===== config.mk =====
export PLATFORM = sky130hd
export DESIGN_NAME = bin2bcd_conv
export DESIGN_NICKNAME = d
export VERILOG_FILES = /design/src/rtl/fsmd_pkg.sv /design/src/rtl/bcd_add3.sv /design/src/rtl/bin2bcd_conv.sv
export SDC_FILE = /design/constraint.sdc
export NUM_CORES = 1
export LEC_CHECK = 0
export BUFFER_PORTS_ARGS = -buffer_cell sky130_fd_sc_hd__buf_2
export CAP_MARGIN = 10
export CORE_ASPECT_RATIO = 1.1
export CORE_MARGIN = 2
export CORE_UTILIZATION = 40
export DETAILED_ROUTE_END_ITERATION = 8
export HOLD_SLACK_MARGIN = 0.02
export PLACE_DENSITY = 0.57
export SLEW_MARGIN = 15
export SYNTH_ARGS = -nofsm -noshare
export SYNTH_HDL_FRONTEND = slang
export SYNTH_SLANG_ARGS = --single-unit
export TNS_END_PERCENT = 100

===== constraint.sdc =====
create_clock -name clk -period 2 [get_ports clk]
set_input_delay 0 -clock clk [delete_from_list [all_inputs] [get_ports clk]]
set_output_delay 0 -clock clk [all_outputs]
set_load 0.1 [all_outputs]

===== src/rtl/fsmd_pkg.sv =====
// Shared FSMD definitions.
// Holds the control-state encoding used by the Fibonacci unit and by the
// binary-to-BCD converter. Both units run the same idle/op/done handshake,
// so sharing the encoding keeps the two controllers interchangeable.
package fsmd_pkg;

  // Control state encoding (2 bits); the fourth code is illegal and recovers to IDLE.
  localparam logic [1:0] IDLE = 2'b00;
  localparam logic [1:0] OP   = 2'b01;
  localparam logic [1:0] DONE = 2'b10;

endpackage : fsmd_pkg


===== src/rtl/bcd_add3.sv =====
// One BCD digit correction step of the shift-and-add-3 algorithm.
// A digit above 4 would become 10 or more after the next left shift, so
// 3 is added first to make the shift carry into the next digit instead.
// Ports:
//   i_d  in   4  current digit value
//   o_d  out  4  corrected digit, (i_d > 4) ? i_d + 3 : i_d
module bcd_add3 (
  input  logic [3:0] i_d,
  output logic [3:0] o_d
);

  // Valid digits stay at or below 12 after the add, so 4-bit wrap cannot occur.
  assign o_d = (i_d > 4'd4) ? (i_d + 4'd3) : i_d;

endmodule : bcd_add3


===== src/rtl/bin2bcd_conv.sv =====
// Sequential binary-to-BCD converter (double dabble).
// Accepts a WIDTH-bit binary value on a start/ready handshake and, WIDTH op
// cycles later, presents DIGITS packed BCD digits together with a one-cycle
// done_tick. The producer's done_tick may drive start directly.
// Ports:
//   clk        in   1          clock, rising edge
//   reset      in   1          asynchronous active-high reset
//   start      in   1          conversion request, honoured only while ready=1
//   bin        in   WIDTH      binary value, captured on the accepted start cycle
//   ready      out  1          high while idle
//   done_tick  out  1          one-cycle pulse when the result is final
//   bcd        out  4*DIGITS   digits, [3:0]=units ... top nibble=most significant
module bin2bcd_conv
  import fsmd_pkg::*;
#(
  parameter int WIDTH  = 16,
  parameter int DIGITS = 5
) (
  input  logic                  clk,
  input  logic                  reset,
  input  logic                  start,
  input  logic [WIDTH-1:0]      bin,
  output logic                  ready,
  output logic                  done_tick,
  output logic [4*DIGITS-1:0]   bcd
);

  localparam int              NW     = $clog2(WIDTH + 1);
  localparam logic [NW-1:0]   N_INIT = NW'(WIDTH);
  localparam logic [NW-1:0]   N_ONE  = NW'(1);
  localparam logic [NW-1:0]   N_ZERO = NW'(0);

  logic [1:0]            r_state;
  logic [WIDTH-1:0]      r_p2s;
  logic [4*DIGITS-1:0]   r_digits;
  logic [NW-1:0]         r_n;

  logic [1:0]            w_state_nxt;
  logic [WIDTH-1:0]      w_p2s_nxt;
  logic [4*DIGITS-1:0]   w_digits_nxt;
  logic [NW-1:0]         w_n_nxt;
  logic [4*DIGITS-1:0]   w_adj;

  // Per-digit add-3 correction applied to the current digit registers.
  for (genvar g = 0; g < DIGITS; g++) begin : g_add3
    bcd_add3 u_add3 (
      .i_d (r_digits[4*g +: 4]),
      .o_d (w_adj[4*g +: 4])
    );
  end

  // State and datapath registers.
  always_ff @(posedge clk or posedge reset) begin
    if (reset) begin
      r_state  <= IDLE;
      r_p2s    <= '0;
      r_digits <= '0;
      r_n      <= '0;
    end else begin
      r_state  <= w_state_nxt;
      r_p2s    <= w_p2s_nxt;
      r_digits <= w_digits_nxt;
      r_n      <= w_n_nxt;
    end
  end

  // Next-state, datapath update and handshake outputs.
  always_comb begin
    w_state_nxt  = r_state;
    w_p2s_nxt    = r_p2s;
    w_digits_nxt = r_digits;
    w_n_nxt      = r_n;
    ready        = 1'b0;
    done_tick    = 1'b0;

    case (r_state)
      IDLE: begin
        ready = 1'b1;
        if (start) begin
          w_p2s_nxt    = bin;
          w_digits_nxt = '0;
          w_n_nxt      = N_INIT;
          w_state_nxt  = OP;
        end else begin
          w_state_nxt  = IDLE;
        end
      end

      OP: begin
        // Shift the corrected digits left by one; the next binary bit (MSB first)
        // enters the units digit and the top digit's carry-out is dropped.
        w_digits_nxt = {w_adj[4*DIGITS-2:0], r_p2s[WIDTH-1]};
        w_p2s_nxt    = {r_p2s[WIDTH-2:0], 1'b0};
        if (r_n != N_ZERO) begin
          w_n_nxt = r_n - N_ONE;
        end else begin
          w_n_nxt = r_n;
        end
        // n can only be 0 here after an upset; finish rather than loop forever.
        if (r_n <= N_ONE) begin
          w_state_nxt = DONE;
        end else begin
          w_state_nxt = OP;
        end
      end

      DONE: begin
        done_tick   = 1'b1;
        w_state_nxt = IDLE;
      end

      default: begin
        w_state_nxt = IDLE;
      end
    endcase
  end

  // Digits drive the output directly; intermediate values are visible during op.
  assign bcd = r_digits;

endmodule : bin2bcd_conv


Yosys cells after proc, flatten, opt, wreduce, memory -nomap -nowiden --
Index checks and enable logic that the tools add are counted.
Storage, ports and cells: input bits 19, memories 0, bits in read-only memories 0, register bits after elaboration 43, bits in latches 0, bits in writable memories 0
Cells by class: reductions and logical operators 5, multipliers 0, muxes and demuxes 17, magnitude comparators 6, equal/unequal tests 4, add/sub/neg operators 6, shifts and indexed selects 0, bitwise operators 0, divide/modulo/power cells 0
Operators with widths (number):
- $pmux 20 s2 | 1
- $pmux 16 s2 | 1
- $gt 4x3->1 const B | 5
- $mux 20 | 1
- $add 4x2->4 const B | 4
- $mux 16 | 1
- $mux 4 | 4
- $mux 5 | 2
- $pmux 5 s2 | 1
- $le 5x1->1 const B | 1
- $reduce_bool 5->1 | 1
- $sub 5x1->5 const B | 1
- $ne 2x2->1 const B | 2
- $pmux 2 s2 | 1
- $add 3x2->3 const B | 1
- $mux 1 | 3
- $mux 3 | 1
- $reduce_and 3->1 | 1
- $eq 2x1->1 const B | 1
- $eq 2x2->1 const B | 1
- $logic_not 2->1 | 1
- $mux 2 | 1
- $reduce_and 2->1 | 1
- $reduce_bool 2->1 | 1

Depth between registers and ports, before layout --
word-level depth 3, mapped depth 5

Modules after synthesis --
Synthesis repeated with hierarchy kept, for this count alone.
Second synthesis, totals: cells, all modules 227, area total of the unflattened synthesis 2367.3 um^2
By module, submodules not included:
- bin2bcd_conv | times used 1, seq. area each 1076.0 um^2, cells each 152, area an instance 1848.0 um^2
- bcd_add3 | times used 5, seq. area each 0.0 um^2, cells each 15, area an instance 103.8 um^2

Least setup slack after synthesis --
OpenSTA, ideal clock, no wires.
path type register -> register, start register r_digits[8], in the netlist bcd[8], end register r_digits[10], in the netlist bcd[10], data required time 1.877 ns, clock period less this slack 2.033 ns, buffers on the path 0, path slack -0.033 ns, stages on the path, launching flop included 6, arrival 1.910 ns, cells stage by stage dfrtp_1 inv_1 ha_1 nor2b_1 o21ai_0 a32o_1
Between the ends: longest elaborated chain between the ends 3, elaborated cells on any way between the ends 4, those cells by class 1 x add/sub; 1 x order compare; 2 x mux
RTL lines:
- start, declared | RTL line bin2bcd_conv.sv:35 | logic [4*DIGITS-1:0] r_digits;
- start signal, assigned | RTL line bin2bcd_conv.sv:62 | r_digits <= w_digits_nxt;
- $add 4x2->4 or $gt 4x3->1 (tied branches) | RTL line bcd_add3.sv:13 | assign o_d = (i_d > 4'd4) ? (i_d + 4'd3) : i_d;
- $mux 4 * | RTL line bcd_add3.sv:13
- $pmux 20 s2 * | RTL line bin2bcd_conv.sv:76 | case (r_state)
Every way passes the cells marked *; elsewhere a longest branch is shown, timed or not. A chain may end at the register's enable or synchronous reset.

Final worst setup path --
start register r_state[1], end output port done_tick
Between the ends: longest elaborated chain between the ends 2
RTL lines:
- start, declared | RTL line bin2bcd_conv.sv:33 | logic [1:0] r_state;
- start signal, assigned | RTL line bin2bcd_conv.sv:60 | r_state <= w_state_nxt;
- $eq 2x2->1 | RTL line bin2bcd_conv.sv:76
- $mux 1 | RTL line bin2bcd_conv.sv:76
- end, declared | RTL line bin2bcd_conv.sv:24 | output logic done_tick,
Every way passes these cells.

==> flow_metrics.tcl <==
set metrics [dict create \
    status "finished clean" \
    hold_violations 0 \
    synth_compound_area_share_pct 24.0 \
    viasPerCell 5.27 \
    fin_hold_ws_ns 0.0287 \
    drcViolationCount 0 \
    drv_cap 0 \
    finalCritPeriodShare_pct 78.3 \
    cts_made_buffers 5 \
    setup_viol 0 \
    r2r_slack_ns 0.47 \
    rsz0062_at_grt "no" \
    grt_max_degree 34 \
    drive_gt1_share_pct 21.5 \
    syn_area_um2 2240 \
    cts_tree "built" \
    synth_cells 232 \
    final_max_slew_viol_count 0 \
    fin_crit_ns 1.57 \
    io_pins 41 \
    synthDistinctLibCells 32 \
    crit_path_top_delay_cell "dfrtp_1" \
    worstPathRequired_ns 2.00 \
    start_kind "flop" \
    worst_pin_slew_ns 0.733 \
    grt_overflow_total 0 \
    routed_wl_um 5380 \
    timing.critical_path.buf_inv 3 \
    synth_top_family_by_area "compound AO/OA/AOI/OAI gates" \
    grt_pass1_wl_um 8550 \
    htreeDepth 2 \
    synth_xor_area_share_pct 0 \
    port_buffers 40 \
    first_pass_iters 4 \
    insertion_delay_ns 0.30 \
    rows 28 \
    slew_headroom_pct 50.8 \
    worstSetupPathDepth 4 \
    clk_pin_slew_ns 0.08 \
    cp_top_family "buffers and inverters" \
    chipHeight_um 82.4 \
    cp.arrival_ns 1.57 \
    vias 1914 \
    skew_ns 0.00696 \
    cts_root_buf "clkbuf_8" \
    cts.sinks 43 \
    finalNonFillerCells 363 \
    routedWlPerCell_um 14.8 \
    hold_class "primary input to flop" \
    post-cts-setup-buffer-count 0 \
    core_area_um2 5400 \
    drtIter0Drc 143 \
    synth.avg_cell_area_um2 9.64 \
    die_width_um 75.3 \
    r2r_cells 5 \
    finalSetupTns_ns 0 \
    syn-num-nets 258 \
    synth-simple-area-share_pct 16.0 \
    num-nets-final 313 \
    clock_path_buffers 2 \
    drtAntennaViolNets 0 \
    grtUsageTotal_pct 18.3 \
    n_antenna_cell 0 \
    place_congestion 0.818 \
    grt_antenna_before_repair 0 \
    area_growth_syn_to_layout_pct 25.3 \
    fp.dieArea_um2 6210 \
    crit_path_end "done_tick" \
    start_util_pct 41.5 \
    synth_seq_cells 43 \
    hpwl_um 3670 \
    critPathCaptureType "output port" \
    path_class "flop to output port" \
    timing.fmax_mhz 639 \
    ys_warn_count 0 \
    cts_resized 0 \
    utilization_pct 52.0 \
    synth.area.mux_share_pct 2.24 \
    synth_fa_ha_area_share_pct 3.91 \
    crit_chain "buf_4 -> inv_1 -> nor2_1 -> buf_2" \
    reg2reg_to "r_n[0]" \
    first_global_vias 1818 \
    yosysSeqAreaShare_pct 48.1 \
    cp_max_fo 10 \
    r2r-start "r_n[0]" \
    worstSetupStartpoint "r_state[1]" \
    slowest_delay_ns 0.44 \
    dp_cells 342 \
]
[synthesized netlist by cell type]
cell type / instances / area share [%]
dfrtp_1: 43 / 48
nand2_1: 24 / 4.0
nor2_1: 20 / 3.4
inv_1: 14 / 2.3
o21ai_0: 13 / 2.9
a31oi_1: 12 / 3.4
buf_2: 12 / 2.7
o22ai_1: 11 / 3.1
a32o_1: 9 / 4.0
ha_1: 7 / 3.9
nor2b_1: 7 / 2.0
o31ai_1: 7 / 2.3
nor3_1: 6 / 1.3
o21a_1: 6 / 2.0
mux2i_1: 5 / 2.2
o32ai_1: 5 / 2.0
a21oi_1: 4 / 0.89
and2_1: 4 / 1.1
nand2b_1: 4 / 1.1
or3_1: 4 / 1.1
o311ai_1: 3 / 1.2
or4_1: 2 / 0.67
a22o_1: 1 / 0.39
buf_4: 1 / 0.34
clkbuf_1: 1 / 0.17
clkinv_1: 1 / 0.17
nand3_1: 1 / 0.22
nor4b_4: 1 / 1.1
o21ba_1: 1 / 0.45
o21bai_1: 1 / 0.34
o221ai_1: 1 / 0.39
o41ai_2: 1 / 0.73
[layout by cell type, fill, tap and decap left out, types with 3 or more instances in the layout]
cell            n
a21oi_1         4
a31oi_1        12
a32o_1          9
and2_1          4
buf_2          40
buf_4           7
clkbuf_8        6
dfrtp_1        40
dfrtp_2         3
dlygate4sd3_1  13
ha_1            7
inv_1          13
mux2i_1         5
nand2_1        24
nand2b_1        4
nor2_1         20
nor2b_1         7
nor3_1          6
o21a_1          6
o21ai_0        13
o22ai_1        11
o311ai_1        3
o31ai_1         7
o32ai_1         5
or3_1           4
[stage by stage]
step	instance area (um2)	setup WS (ns)
finish	2800	0.435
detailed placement	2560	0.468
CTS	2800	0.422
floorplan	2240	0.00727
global route	2800	0.305
global placement	2560	0.512
[layer usage]
metal	vias up	part of all wire [%]	track usage (%)
li1	958	-	-
met1	918	49	25.1
met2	33	47	29.9
met3	5	2.8	3.64
met4	0	0.93	4.21
met5	-	0	0
[worst reg2reg max path, delay by kind of cell, from the launching register on]
| kind | cells | cell delay [ns] |
|---|---|---|
| AO/OA/AOI/OAI | 1 | 0.09 |
| adder cells (fa/ha/maj) | 1 | 0.19 |
| buffers and inverters | 1 | 0.10 |
| AND/OR/NAND/NOR | 1 | 0.37 |
| multiplexers | 1 | 0.23 |
| flip-flops | 1 | 0.44 |
[cells by family after synthesis]
kind of cell,count (synthesis)
AOI/OAI and AO/OA,75
buffers and inverters,29
DFF,43
muxes,5
and+or+nand+nor,73
adders and majority gates,7
[sequential cells by signal (all words and copies together) (netlist names)]
| name | cells |
|---|---|
| bcd | 20 |
| r_n | 5 |
| r_state | 2 |
| r_p2s | 16 |
[how the worst min path moves through the flow]
| stage | start | to | slack [ns] | cells past startpoint |
|---|---|---|---|---|
| finish | bin[8] | r_p2s[8] | 0.03 | 3 |
| global route | bin[11] | r_p2s[11] | 0.04 | 3 |
| CTS | bin[11] | r_p2s[11] | 0.02 | 3 |
| detailed placement | reset | bcd[19] | 0.06 | 2 |
| global placement | reset | bcd[19] | 0.06 | 2 |
| floorplan | bin[15] | r_p2s[15] | 0.15 | 2 |
[timing repair]
item | in CTS | in global routing
endpoints found under the hold margin | 29 | 0
setup endpoints to repair | 0 | 0
hold buffers | 13 | 0
[layout make-up]
class / instances / area [um2]
Fill cell: 538 / 2590
Sequential cell: 43 / 1080
Multi-Input combinational cell: 160 / 1030
Timing Repair Buffer: 62 / 423
Tap cell: 75 / 93.8
Clock buffer: 6 / 82.6
Inverter: 15 / 56.3
Clock inverter: 2 / 35.0
Power is not shown: default switching activity piles up to over one toggle a cycle in this logic, so the estimate is an artifact.
